[config.mk]
export PLATFORM = sky130hd
export DESIGN_NAME = branch_hazard_ctrl_flat
export DESIGN_NICKNAME = d
export VERILOG_FILES = /design/src/rtl/branch_hazard_ctrl_if.sv /design/src/rtl/branch_hazard_ctrl.sv /design/src/flat_wrapper.sv
export SDC_FILE = /design/constraint.sdc
export NUM_CORES = 1
export LEC_CHECK = 0
export CAP_MARGIN = 5
export CORE_ASPECT_RATIO = 1.4
export CORE_UTILIZATION = 49
export CTS_CLUSTER_SIZE = 12
export DETAILED_ROUTE_END_ITERATION = 12
export PLACE_DENSITY = 0.85
export SLEW_MARGIN = 20
export SYNTH_ARGS = -nofsm -noshare
export SYNTH_HDL_FRONTEND = slang
export SYNTH_SLANG_ARGS = --single-unit
[constraint.sdc]
create_clock -name clock -period 6.2 [get_ports clock]
set_input_delay 0.62 -clock clock [delete_from_list [all_inputs] [get_ports clock]]
set_output_delay 0.62 -clock clock [all_outputs]
set_load 0.05 [all_outputs]
[src/rtl/branch_hazard_ctrl_if.sv]
// rtl/branch_hazard_ctrl_if.sv - pipeline hazard signals between ID/EX/MEM/WB stages and the branch hazard controller
interface branch_hazard_ctrl_if #(
   parameter int REG_W = 5,
   parameter int CNT_W = 16
);
   logic             id_valid;
   logic             id_is_branch;
   logic             id_branch_ne;
   logic             id_uses_rs;
   logic             id_uses_rt;
   logic [REG_W-1:0] id_rs;
   logic [REG_W-1:0] id_rt;
   logic             ex_regwrite;
   logic             ex_memread;
   logic [REG_W-1:0] ex_dst;
   logic             mem_regwrite;
   logic             mem_memread;
   logic [REG_W-1:0] mem_dst;
   logic             wb_regwrite;
   logic [REG_W-1:0] wb_dst;
   logic             cmp_equal;
   logic             pc_write;
   logic             ifid_write;
   logic             idex_bubble;
   logic             ifid_flush;
   logic             branch_taken;
   logic [1:0]       cmp_forwarda;
   logic [1:0]       cmp_forwardb;
   logic             hazard_err;
   logic [CNT_W-1:0] perf_stalls;
   logic [CNT_W-1:0] perf_taken;

   modport master (
      output id_valid, id_is_branch, id_branch_ne, id_uses_rs, id_uses_rt, id_rs, id_rt,
             ex_regwrite, ex_memread, ex_dst, mem_regwrite, mem_memread, mem_dst,
             wb_regwrite, wb_dst, cmp_equal,
      input  pc_write, ifid_write, idex_bubble, ifid_flush, branch_taken,
             cmp_forwarda, cmp_forwardb, hazard_err, perf_stalls, perf_taken
   );

   modport slave (
      input  id_valid, id_is_branch, id_branch_ne, id_uses_rs, id_uses_rt, id_rs, id_rt,
             ex_regwrite, ex_memread, ex_dst, mem_regwrite, mem_memread, mem_dst,
             wb_regwrite, wb_dst, cmp_equal,
      output pc_write, ifid_write, idex_bubble, ifid_flush, branch_taken,
             cmp_forwarda, cmp_forwardb, hazard_err, perf_stalls, perf_taken
   );
endinterface

[src/rtl/branch_hazard_ctrl.sv]
// rtl/branch_hazard_ctrl.sv - ID-stage branch resolution and load-use hazard controller
module branch_hazard_ctrl #(
   parameter int REG_W     = 5,
   parameter int CNT_W     = 16,
   parameter int MAX_STALL = 2
) (
   input logic                clock,
   input logic                resetn,
   branch_hazard_ctrl_if.slave bus
);
   localparam int LEN_W = $clog2(MAX_STALL + 1);

   typedef enum logic {RUN, STALL} state_t;

   state_t           state;
   logic [LEN_W-1:0] stall_len;
   logic             pending_branch;
   logic             hazard_err;
   logic [CNT_W-1:0] perf_stalls;
   logic [CNT_W-1:0] perf_taken;

   logic [REG_W-1:0] rs, rt, ex_dst, mem_dst, wb_dst;
   logic             ex_rs, ex_rt, mem_rs, mem_rt, wb_rs, wb_rt;
   logic             stall_rs, stall_rt, stall, taken;

   assign rs      = bus.id_rs;
   assign rt      = bus.id_rt;
   assign ex_dst  = bus.ex_dst;
   assign mem_dst = bus.mem_dst;
   assign wb_dst  = bus.wb_dst;

   // Register 0 is hardwired, so a write to it never creates a dependency.
   function automatic logic reg_hit(input logic uses, input logic [REG_W-1:0] src,
                                    input logic [REG_W-1:0] dst);
      return uses && (dst != '0) && (dst == src);
   endfunction

   assign ex_rs  = reg_hit(bus.id_uses_rs, rs, ex_dst);
   assign ex_rt  = reg_hit(bus.id_uses_rt, rt, ex_dst);
   assign mem_rs = reg_hit(bus.id_uses_rs, rs, mem_dst);
   assign mem_rt = reg_hit(bus.id_uses_rt, rt, mem_dst);
   assign wb_rs  = reg_hit(bus.id_uses_rs, rs, wb_dst);
   assign wb_rt  = reg_hit(bus.id_uses_rt, rt, wb_dst);

   // Branches compare in ID, so they also wait on ALU results in EX and loads in MEM.
   always_comb begin
      stall_rs = 1'b0;
      stall_rt = 1'b0;
      if (bus.id_is_branch) begin
         stall_rs = (bus.ex_regwrite && ex_rs) || (bus.mem_memread && mem_rs);
         stall_rt = (bus.ex_regwrite && ex_rt) || (bus.mem_memread && mem_rt);
      end else begin
         stall_rs = bus.ex_memread && ex_rs;
         stall_rt = bus.ex_memread && ex_rt;
      end
   end

   assign stall = resetn && bus.id_valid && (stall_rs || stall_rt);
   assign taken = resetn && bus.id_valid && bus.id_is_branch && !stall &&
                  (bus.cmp_equal ^ bus.id_branch_ne);

   function automatic logic [1:0] fwd_sel(input logic mem_hit, input logic wb_hit);
      if (bus.mem_regwrite && !bus.mem_memread && mem_hit) return 2'b01;
      if (bus.wb_regwrite && wb_hit)                       return 2'b10;
      return 2'b00;
   endfunction

   assign bus.pc_write     = !stall;
   assign bus.ifid_write   = !stall;
   assign bus.idex_bubble  = stall;
   assign bus.branch_taken = taken;
   assign bus.ifid_flush   = taken;
   assign bus.cmp_forwarda = resetn ? fwd_sel(mem_rs, wb_rs) : 2'b00;
   assign bus.cmp_forwardb = resetn ? fwd_sel(mem_rt, wb_rt) : 2'b00;
   assign bus.hazard_err   = hazard_err;
   assign bus.perf_stalls  = perf_stalls;
   assign bus.perf_taken   = perf_taken;

   always_ff @(posedge clock or negedge resetn) begin
      if (!resetn) begin
         state          <= RUN;
         stall_len      <= '0;
         pending_branch <= 1'b0;
         hazard_err     <= 1'b0;
         perf_stalls    <= '0;
         perf_taken     <= '0;
      end else begin
         case (state)
            RUN: begin
               if (stall) begin
                  state          <= STALL;
                  stall_len      <= LEN_W'(1);
                  pending_branch <= bus.id_is_branch;
               end
            end
            STALL: begin
               // IF/ID is frozen, so the instruction type must not change mid-stall.
               if (bus.id_is_branch != pending_branch)
                  hazard_err <= 1'b1;
               if (stall) begin
                  if (stall_len == LEN_W'(MAX_STALL))
                     hazard_err <= 1'b1;
                  else
                     stall_len <= stall_len + 1'b1;
               end else begin
                  state     <= RUN;
                  stall_len <= '0;
               end
            end
            default: state <= RUN;
         endcase
         if (stall && (perf_stalls != '1))
            perf_stalls <= perf_stalls + 1'b1;
         if (taken && (perf_taken != '1))
            perf_taken <= perf_taken + 1'b1;
      end
   end
endmodule

[src/flat_wrapper.sv]
// flat-port wrapper written by rule: the top's interface ports become plain ports
module branch_hazard_ctrl_flat 
#(
   parameter int REG_W     = 5,
   parameter int CNT_W     = 16,
   parameter int MAX_STALL = 2
)
  (clock, resetn, bus_id_valid, bus_id_is_branch, bus_id_branch_ne, bus_id_uses_rs, bus_id_uses_rt, bus_id_rs, bus_id_rt, bus_ex_regwrite, bus_ex_memread, bus_ex_dst, bus_mem_regwrite, bus_mem_memread, bus_mem_dst, bus_wb_regwrite, bus_wb_dst, bus_cmp_equal, bus_pc_write, bus_ifid_write, bus_idex_bubble, bus_ifid_flush, bus_branch_taken, bus_cmp_forwarda, bus_cmp_forwardb, bus_hazard_err, bus_perf_stalls, bus_perf_taken);
  branch_hazard_ctrl_if #(.REG_W(REG_W), .CNT_W(CNT_W)) bus_i ();
  input logic clock;
  input logic resetn;
  input wire logic [$bits(bus_i.id_valid)-1:0] bus_id_valid;
  input wire logic [$bits(bus_i.id_is_branch)-1:0] bus_id_is_branch;
  input wire logic [$bits(bus_i.id_branch_ne)-1:0] bus_id_branch_ne;
  input wire logic [$bits(bus_i.id_uses_rs)-1:0] bus_id_uses_rs;
  input wire logic [$bits(bus_i.id_uses_rt)-1:0] bus_id_uses_rt;
  input wire logic [$bits(bus_i.id_rs)-1:0] bus_id_rs;
  input wire logic [$bits(bus_i.id_rt)-1:0] bus_id_rt;
  input wire logic [$bits(bus_i.ex_regwrite)-1:0] bus_ex_regwrite;
  input wire logic [$bits(bus_i.ex_memread)-1:0] bus_ex_memread;
  input wire logic [$bits(bus_i.ex_dst)-1:0] bus_ex_dst;
  input wire logic [$bits(bus_i.mem_regwrite)-1:0] bus_mem_regwrite;
  input wire logic [$bits(bus_i.mem_memread)-1:0] bus_mem_memread;
  input wire logic [$bits(bus_i.mem_dst)-1:0] bus_mem_dst;
  input wire logic [$bits(bus_i.wb_regwrite)-1:0] bus_wb_regwrite;
  input wire logic [$bits(bus_i.wb_dst)-1:0] bus_wb_dst;
  input wire logic [$bits(bus_i.cmp_equal)-1:0] bus_cmp_equal;
  output wire logic [$bits(bus_i.pc_write)-1:0] bus_pc_write;
  output wire logic [$bits(bus_i.ifid_write)-1:0] bus_ifid_write;
  output wire logic [$bits(bus_i.idex_bubble)-1:0] bus_idex_bubble;
  output wire logic [$bits(bus_i.ifid_flush)-1:0] bus_ifid_flush;
  output wire logic [$bits(bus_i.branch_taken)-1:0] bus_branch_taken;
  output wire logic [$bits(bus_i.cmp_forwarda)-1:0] bus_cmp_forwarda;
  output wire logic [$bits(bus_i.cmp_forwardb)-1:0] bus_cmp_forwardb;
  output wire logic [$bits(bus_i.hazard_err)-1:0] bus_hazard_err;
  output wire logic [$bits(bus_i.perf_stalls)-1:0] bus_perf_stalls;
  output wire logic [$bits(bus_i.perf_taken)-1:0] bus_perf_taken;
  assign bus_i.id_valid = bus_id_valid;
  assign bus_i.id_is_branch = bus_id_is_branch;
  assign bus_i.id_branch_ne = bus_id_branch_ne;
  assign bus_i.id_uses_rs = bus_id_uses_rs;
  assign bus_i.id_uses_rt = bus_id_uses_rt;
  assign bus_i.id_rs = bus_id_rs;
  assign bus_i.id_rt = bus_id_rt;
  assign bus_i.ex_regwrite = bus_ex_regwrite;
  assign bus_i.ex_memread = bus_ex_memread;
  assign bus_i.ex_dst = bus_ex_dst;
  assign bus_i.mem_regwrite = bus_mem_regwrite;
  assign bus_i.mem_memread = bus_mem_memread;
  assign bus_i.mem_dst = bus_mem_dst;
  assign bus_i.wb_regwrite = bus_wb_regwrite;
  assign bus_i.wb_dst = bus_wb_dst;
  assign bus_i.cmp_equal = bus_cmp_equal;
  assign bus_pc_write = bus_i.pc_write;
  assign bus_ifid_write = bus_i.ifid_write;
  assign bus_idex_bubble = bus_i.idex_bubble;
  assign bus_ifid_flush = bus_i.ifid_flush;
  assign bus_branch_taken = bus_i.branch_taken;
  assign bus_cmp_forwarda = bus_i.cmp_forwarda;
  assign bus_cmp_forwardb = bus_i.cmp_forwardb;
  assign bus_hazard_err = bus_i.hazard_err;
  assign bus_perf_stalls = bus_i.perf_stalls;
  assign bus_perf_taken = bus_i.perf_taken;
  branch_hazard_ctrl #(.REG_W(REG_W), .CNT_W(CNT_W), .MAX_STALL(MAX_STALL)) u_core (.clock(clock), .resetn(resetn), .bus(bus_i));
endmodule
**Word level (Yosys, flattened, before mapping)**

Cells that the tools add are included.

- Flip-flop bits (word level): 37
- Input port bits: 38
- Output and inout bits: 42
- Word-level logic and storage cells: 89

- $add $sub $neg: 3
- Equal/unequal tests: 12
- Muxes and demuxes: 26
- Bitwise operators: 2
- Reductions and logical operators: 40

Operators by type and width:

| operator | count |
|---|---|
| $add 16x1->16 const B | 2 |
| $ne 16x16->1 const B | 2 |
| $eq 5x5->1 | 6 |
| $logic_and 1x1->1 | 30 |
| $mux 2 | 13 |
| $reduce_bool 5->1 | 3 |
| $mux 1 | 12 |
| $pmux 2 s2 | 1 |
| $reduce_and 2->1 | 2 |
| $logic_or 1x1->1 | 3 |
| $ne 3x3->1 const B | 1 |
| $add 2x1->2 const B | 1 |
| $eq 2x2->1 const B | 1 |
| $logic_not 1->1 | 2 |
| $ne 2x1->1 const B | 1 |
| $ne 1x1->1 | 1 |
| $not 1->1 | 1 |
| $xor 1x1->1 | 1 |

**Depth between registers and ports, before layout**

- Word-level depth: 12
- Gate-level depth with buffers: 10
- Mapped depth without buffers: 9

**Least setup slack after synthesis**

Ideal clock, no wire load.

- Path kind: input-to-output
- Start point: input bus_mem_dst[0]
- End point: output bus_ifid_flush
- Arrival: 2806 ps
- Data required time: 5580 ps
- Slack: 2774 ps
- Cell stages on the path: 8
- Buffers on the path: 2
- Cell sequence: or4_1 nor2_2 nor4_1 o211ai_2 nand2_2 buf_6 nor2_1 buf_4

- Longest elaborated chain between the ends: 11
- Elaborated cells between the ends (all ways): 18
- Classes of those cells: 2 x eq/ne; 2 x mux; 14 x reduce/logical

RTL lines:

| what | RTL line | text |
|---|---|---|
| from (decl) | flat_wrapper.sv:24 | `input wire logic [$bits(bus_i.mem_dst)-1:0] bus_mem_dst;` |
| $reduce_bool 5->1 | branch_hazard_ctrl.sv:35 | `return uses && (dst != '0) && (dst == src);` |
| $logic_and 1x1->1 (2 in a row) | branch_hazard_ctrl.sv:35 |  |
| $logic_and 1x1->1, on equally long branches | branch_hazard_ctrl.sv:50, branch_hazard_ctrl.sv:51 |  |
| $logic_or 1x1->1, on equally long branches | branch_hazard_ctrl.sv:50, branch_hazard_ctrl.sv:51 |  |
| $mux 1 | branch_hazard_ctrl.sv:49 | `if (bus.id_is_branch) begin` |
| $logic_or 1x1->1 (*) | branch_hazard_ctrl.sv:58 | `assign stall = resetn && bus.id_valid && (stall_rs \|\| stall_rt);` |
| $logic_and 1x1->1 (*) | branch_hazard_ctrl.sv:58 |  |
| $logic_not 1->1 (*) | branch_hazard_ctrl.sv:59 | `assign taken = resetn && bus.id_valid && bus.id_is_branch && !stall &&` |
| $logic_and 1x1->1 (*) (2 in a row) | branch_hazard_ctrl.sv:59 |  |
| to (decl) | flat_wrapper.sv:31 | `output wire logic [$bits(bus_i.ifid_flush)-1:0] bus_ifid_flush;` |

Mark *: on every way between the ends. The rest lies on a longest branch, timed or not.

**Final worst setup path**

- Start point: input bus_mem_dst[4]
- End point: output bus_idex_bubble

- Longest elaborated chain between the ends: 8
- Elaborated cells between the ends (all ways): 15
- Classes of those cells: 2 x eq/ne; 2 x mux; 11 x reduce/logical

RTL lines:

| what | RTL line | text |
|---|---|---|
| $reduce_bool 5->1 | branch_hazard_ctrl.sv:35 |  |
| $logic_and 1x1->1 (2 in a row) | branch_hazard_ctrl.sv:35 |  |
| $logic_and 1x1->1, on equally long branches | branch_hazard_ctrl.sv:50, branch_hazard_ctrl.sv:51 |  |
| $logic_or 1x1->1, on equally long branches | branch_hazard_ctrl.sv:50, branch_hazard_ctrl.sv:51 |  |
| $mux 1 | branch_hazard_ctrl.sv:49 |  |
| $logic_or 1x1->1 (*) | branch_hazard_ctrl.sv:58 |  |
| $logic_and 1x1->1 (*) | branch_hazard_ctrl.sv:58 |  |
| to (decl) | flat_wrapper.sv:30 | `output wire logic [$bits(bus_i.idex_bubble)-1:0] bus_idex_bubble;` |

Marked as above.

==> flow_metrics.env <==
export IMPL_via_per_inst=5.52
export IMPL_arrival_ns=3.73
export IMPL_crit_path_start_kind="primary input"
export IMPL_fillCellCount=355
export IMPL_yosysSeqAreaShare_pct=39.7
export IMPL_insertion_delay_ns=0.29
export IMPL_drive_above_1_share_pct=8.52
export IMPL_antenna_left=0
export IMPL_core_um2=4540
export IMPL_period_share_pct=70.1
export IMPL_rsz0062_at_grt="false"
export IMPL_fp_dieArea_um2=5040
export IMPL_setup_viol=0
export IMPL_ctsHtreeMaxLevel=2
export IMPL_slew_viol_final=0
export IMPL_cpPeakStageDelay_ns=0.90
export IMPL_grt_max_degree=42
export IMPL_gr_total_overflow=0
export IMPL_max_slew_margin_pct=41.9
export IMPL_path_cells="clkdlybuf4s50_1 -> xnor2_1 -> nand4_1 -> nor4_1 -> o211ai_2 -> nand2_2 -> nand2_1 -> inv_2 -> clkdlybuf4s50_1"
export IMPL_hold_viol_final=0
export IMPL_initial_core_util_pct=51.4
export IMPL_nNetsFinal=357
export IMPL_syn_cell_area_um2=2330
export IMPL_finClkSkew_ns=0.00530
export IMPL_cts_tree="built"
export IMPL_ctsHoldBuffers=0
export IMPL_fin_cells=379
export IMPL_drc=0
export IMPL_worst_setup_path_type="primary input to output pin"
export IMPL_die_h_um=83.6
export IMPL_max_cap_violations=0
export IMPL_powerDensity_nw_per_um2=200
export IMPL_firstDrtPassIters=4
export IMPL_post_cts_setup_buffers=0
export IMPL_synth_top_family_by_area="simple AND/OR/NAND/NOR gates"
export IMPL_finalSetupTns_ns=0
export IMPL_synth_compound_area_share_pct=3.06
export IMPL_grt_pass1_vias=2117
export IMPL_yosysTopAreaCell="dfrtp_1"
export IMPL_cts_root_buf="clkbuf_8"
export IMPL_synth_xor_area_share_pct=21.0
export IMPL_outcome="completed"
export IMPL_numCtsBuffers=5
export IMPL_multiInputGateArea_um2=1340
export IMPL_synth_distinct_cells=38
export IMPL_grt_antenna_before_repair=0
export IMPL_p_leak_nw=1.34
export IMPL_synthMuxAreaShare_pct=4.78
export IMPL_ys_top_cells_by_area="dfrtp_1 (40%), xor2_1 (12%), xnor2_1 (8.6%)"
export IMPL_clock_path_buffers=2
export IMPL_drt_iter0_markers=114
export IMPL_rows=29
export IMPL_critPathRequiredTime_ns=5.58
export IMPL_gp_congestion=0.859
export IMPL_clock_fmax_mhz=230
export IMPL_area_delta_synth_final_pct=38.5
export IMPL_dp_hpwl_um=4490
export IMPL_placed_cells=371
export IMPL_wirelength_um=5980
export IMPL_track_usage_pct=24.8
export IMPL_synth_seq_cells=37
export IMPL_syn_inst=238
export IMPL_avgSynthCellArea_um2=9.79
export IMPL_slowest_stage="clkdlybuf4s50_1"
export IMPL_port_buffers=79
export IMPL_ys_warn_count=0
export IMPL_antenna_cells=0
export IMPL_ios=80
export IMPL_regArea_um2=926
export IMPL_vias=2091
export IMPL_crit_fanout=22
export IMPL_grt_first_pass_wirelength_um=9500
export IMPL_path_clk_slew_ns=0.07
export IMPL_synth_adder_area_share_pct=1.61
export IMPL_vdd_drop_max_mv=0.172
export IMPL_yosysTopAreaCellShare_pct=39.7
export IMPL_cts_resized=0
export IMPL_tightestPinTransition_ns=0.871
export IMPL_period_needed_ns=4.35
export IMPL_hp_class="primary input to asynchronous set/reset pin"
export IMPL_clkSinkCount=37
export IMPL_synth_net_count=279
export IMPL_synth_simple_area_share_pct=26.6
export IMPL_wl_per_cell_um=15.8
export IMPL_final_util_pct=71.2
export IMPL_end_kind="output pin"
export IMPL_cpMostUsedCell="clkdlybuf4s50_1"
export IMPL_die_w_um=60.3
==> kinds of logic after synthesis <==
kind of cell               after synthesis
AOI/OAI and AO/OA                       11
xor gates and xnor gates                56
adders and majority gates                3
buffers and inverters                   13
DFF                                     37
muxes                                   10
and+or+nand+nor                        108
==> final timing paths <==
| kind | startpoint | to | slack, ns | depth (start not counted) |
|---|---|---|---|---|
| min in group clock | u_core.bus.hazard_err | u_core.bus.hazard_err | 0.47 | 2 |
| max in group asynchronous | resetn | u_core.bus.perf_stalls[2] | 5.21 | 1 |
| worst min-delay path | resetn | u_core.bus.perf_taken[10] | 0.45 | 1 |
| worst min register to register | u_core.bus.hazard_err | u_core.bus.hazard_err | 0.47 | 2 |
| worst max register to register | u_core.bus.perf_taken[2] | u_core.bus.perf_taken[14] | 3.82 | 6 |
| worst max-delay path | bus_mem_dst[4] | bus_idex_bubble | 1.85 | 9 |
==> where the power goes <==
part | switching (mW) | internal (mW) | total, mW | leakage [nW]
clock network | 0.0808 | 0.0798 | 0.161 | 0.0395
registers | 0.0206 | 0.262 | 0.282 | 0.508
logic | 0.121 | 0.0802 | 0.201 | 0.793
total | 0.222 | 0.422 | 0.644 | 1.34
==> cells in the final DEF (no fill, tap or decap), types with 2 or more instances in the layout <==
| cell type | netlist | final |
|---|---|---|
| mux2_1 | 2 | 2 |
| clkbuf_1 | 0 | 3 |
| and2_1 | 2 | 2 |
| nand2_1 | 18 | 18 |
| or3_1 | 3 | 3 |
| o21ai_0 | 3 | 3 |
| a21oi_1 | 5 | 5 |
| nor4_2 | 4 | 5 |
| nor3_1 | 8 | 8 |
| mux2_2 | 7 | 7 |
| inv_1 | 3 | 3 |
| clkbuf_8 | 0 | 5 |
| xnor2_1 | 23 | 23 |
| nor2_1 | 4 | 4 |
| xor2_1 | 33 | 33 |
| dfrtp_1 | 37 | 37 |
| and3_1 | 8 | 8 |
| ha_1 | 3 | 3 |
| nand2b_1 | 4 | 4 |
| clkdlybuf4s50_1 | 0 | 78 |
| or4_1 | 3 | 3 |
| nand3_1 | 23 | 23 |
| nor4_1 | 10 | 9 |
| nand4_1 | 13 | 13 |
==> Yosys cell counts <==
library cell and instances:
nor2_2 1, nand4_1 13, and3_1 8, a211o_1 1
dfrtp_1 37, buf_6 2, o211ai_2 1, or3_1 3
and4_2 1, buf_1 2, nor2_1 4, and2_1 2
xor2_1 33, and3_2 1, ha_1 3, and2_2 1
mux2_2 7, nor4_1 10, mux2_1 2, nand2b_1 4
nor3_1 8, nor2b_1 1, nor4b_1 1, nor4_2 4
o21ai_0 3, or4_1 3, inv_1 3, mux2i_1 1
or2_2 1, xnor2_1 23, a21oi_1 5, o311a_1 1
buf_4 2, nand2_2 1, nand2_1 18, buf_2 3
inv_2 1, nand3_1 23
==> cell type report <==
type                       count  area share, %
multi-input combinational    188           41.4
inverter                       4          0.465
clock buffer                   8           2.48
timing repair buffer          80           24.6
sequential                    37           28.7
tap                           62           2.40
==> critical path, delay by kind of cell <==
kind / cells / cell delay [ns]
compound gates: 1 / 0.15
simple gates: 4 / 1.03
buf+inv: 3 / 1.76
xor+xnor: 1 / 0.16
==> layer usage <==
metal	GRT usage (%)	share of wire (%)
met5	0	0
met4	11.6	2.8
met3	6.20	8.2
met2	40.9	49
met1	29.2	40
==> through the flow <==
step	total power [mW]	setup WS (ns)	instance area [um^2]	hold WS, ns
after CTS	0.650	1.86	3230	0.471
final	0.644	1.85	3230	0.447
after floorplan	0.403	2.77	2330	0.324
after global placement	0.485	1.92	3150	0.454
after global routing	0.677	1.68	3230	0.510
after detailed placement	0.488	1.89	3150	0.456
==> flip-flops by register name, indices dropped and copies added (netlist names) <==
| register | cells |
|---|---|
| u_core.pending_branch | 1 |
| u_core.bus.perf_taken | 16 |
| u_core.bus.hazard_err | 1 |
| u_core.bus.perf_stalls | 16 |
| u_core.state | 1 |
| u_core.stall_len | 2 |
Power figures use the tool's default switching activity.
==> edit (same flow settings) <==
Reset style: synchronous (`resetn`), changed in one clocked block.
--- a/src/rtl/branch_hazard_ctrl.sv
+++ b/src/rtl/branch_hazard_ctrl.sv
@@ -76,7 +76,7 @@
    assign bus.perf_stalls  = perf_stalls;
    assign bus.perf_taken   = perf_taken;
 
-   always_ff @(posedge clock or negedge resetn) begin
+   always_ff @(posedge clock) begin
       if (!resetn) begin
          state          <= RUN;
          stall_len      <= '0;
Function: differs if resetn is asserted again (counterexample within 4 cycles, from zero or initial values and one cycle with resetn low); with resetn held inactive, the same outputs for 10 cycles.
==> edit against the original RTL <==
  * Synthesized area is 4.1% higher
  * Design area is 2.1% higher
  * Worst setup slack better by 77 ps
  * Sequential cell count stayed put
  * Routed wire length is 4.1% higher
  * Critical path type unchanged
  * Maximum frequency is 1.8% higher
Power is not compared: it rests on default switching activity, and its combinational part moved more than twofold at a synthesized area within 25%.
==> edit: results (changes against the original RTL) <==
| Metric | Value |
|---|---|
| Worst-skew pair later-pin latency | 280 ps |
| DR pass1 iterations | 4 (unchanged) |
| Setup TNS | 0 ps (unchanged) |
| Main area contributors after synthesis | dfxtp_1, xnor2_1, xor2_1, a21oi_1, o31ai_1 |
| Synth cell count leaders | dfxtp_1, a21oi_1, nand3_1 |
| Synth cell types | 48 (+26%) |
| Final setup vio count | 0 (unchanged) |
| Resize count post-CTS | 0 (unchanged) |
| CTS Root Cell | clkbuf_8 |
| Vias in the first global route | 2,381 (+12%) |
| Initial antenna violation count | 0 (unchanged) |
| Crit. Startpoint | bus_mem_dst[0] |
| Grt ovf | 0 (unchanged) |
| Worst hold path type | register to register |
| CTS buffer count | 5 (unchanged) |
| Crit path to | bus_ifid_flush |
| Kind of critical path | input pin to primary output |
| PortBufs | 79 (unchanged) |
| H-tree levels | 2 (unchanged) |
| First-pass GRT wire length | 10,300 µm (+8.9%) |
| Synth async-reset ratio | 0% (-100 points) |
| YS warnings | 0 (unchanged) |
| Hold path start | u_core.bus.perf_stalls[8] |
| Syn avg cell area | 8.20 µm² (-16%) |
| DR iter-0 viols | 141 (+24%) |
| Post-Route Skew | 7.73 ps (+2.43 ps) |
| Flop2flop setup slack | 3850 ps (+30 ps) |
| Vias | 2,535 (+21%) |
| Slowest cell on crit path | clkdlybuf4s50_1 |
| Peak per-stage delay on the critical path | 830 ps (-70 ps) |
| Via density | 5.92 (+7.4%) |
| Reg-to-reg endpoint | u_core.bus.perf_taken[3] |
| Maximum clock insertion buffer count | 2 (unchanged) |
| Placed Cells | 422 (+14%) |
| Setup WS pre-CTS | 1930 ps (+40.4 ps) |
| Crit Reg-Reg Startpoint | u_core.bus.perf_taken[0] |
| # diodes | 0 (unchanged) |
| Placed cell area | 3220 µm² (+2.4%) |
| CP delay by family, top | buffers and inverters |
| Leakage power | 0.00109 µW |
| Max VDD drop | 0.127 mV |
| Synthesized Nets | 337 (+21%) |
| Largest net degree at the start of global routing | 32 (-24%) |
| Layout cell share with drive strength beyond 1 | 4.10% (-4.4 points) |
| Largest regs | u_core.bus.perf_stalls x16, u_core.bus.perf_taken x16, u_core.stall_len x2 |
| Status | complete, no violations |
| Final HPWL DP | 4820 µm (+7.5%) |
| Relative slew slack | 46.1% (+4.2 points) |
| Critical-path maximum fanout | 21 (-4.5%) |
| Total Routing Usage GR | 25.7% (+0.82 points) |
| Wirelength, routed | 6220 µm (+4.1%) |
| Arrival time at the worst endpoint | 3650 ps (-80 ps) |
| Post-CTS Setup Inserts | 0 (unchanged) |
| Crit share post-route | 68.9% (-1.2 points) |
| Clk slew on worst S/H paths | 70 ps (about the same) |
| Sequential area share after synthesis | 30.5% (-9.2 points) |
| Worst R2R Path Depth | 7 (+1) |
| Final net count | 408 (+14%) |
| GPL Wtd Cong | 0.883 (+2.9%) |
## edit: final cells by class
cell class | instances | area (µm²)
clock buffer | 5 | 68.8
clock inverter | 1 | 5.00
fill | 410 | 1350
inverter | 9 | 33.8
multi-input combinational | 234 | 1570
sequential | 37 | 741
tap | 62 | 77.6
timing repair buffer | 80 | 798
## edit: cell families after synthesis
logic type	after synthesis	share of synthesized area, %
buffers and inverters	25	5.11
DFF	37	30.5
muxes	9	3.71
and+or+nand+nor	127	30.5
AOI/OAI and AO/OA	62	16.7
adders and majority gates	3	1.55
xor gates and xnor gates	33	11.9
## edit: routing by layer
layer / track usage [%] / vias to the layer above / part of all wire (%)
li1: - / 1250 / -
met1: 28.6 / 1201 / 40
met2: 45.9 / 70 / 54
met3: 4.88 / 14 / 3.2
met4: 10.1 / 0 / 2.0
met5: 0 / - / 0
## edit: stage by stage
step	utilization, %	hold slack [ps]
after floorplan	-	484
after detailed placement	69.4	494
after global placement	69.3	473
final	71.0	505
after global routing	71.0	535
after CTS	71.0	505
## edit: worst min-delay path by stage
stage,endpoint,slack (ps),cells after the start
2_1_floorplan,u_core.pending_branch,480,2
3_3_place_gp,u_core.bus.perf_stalls[9],470,2
3_5_place_dp,u_core.bus.perf_taken[10],490,2
4_1_cts,u_core.bus.perf_taken[10],500,2
5_1_grt,u_core.bus.perf_taken[10],540,2
6_report,u_core.bus.perf_stalls[8],500,2
## edit: worst reg2reg max path: stages (launching register included)
cell and delay (ps):
dfxtp_1 430, ha_1 240, and3_1 210, nand3_1 110, nor2_1 560, nor2b_1 290, and3_1 260, mux2i_1 110
## edit: power breakdown
part | internal [µW] | switching, µW | leakage [µW]
sequential | 238 | 1.20 | 0.000298
clock | 73.9 | 78.7 | 0.0000399
combinational | 38.8 | 36.7 | 0.000754
total | 351 | 117 | 0.00109
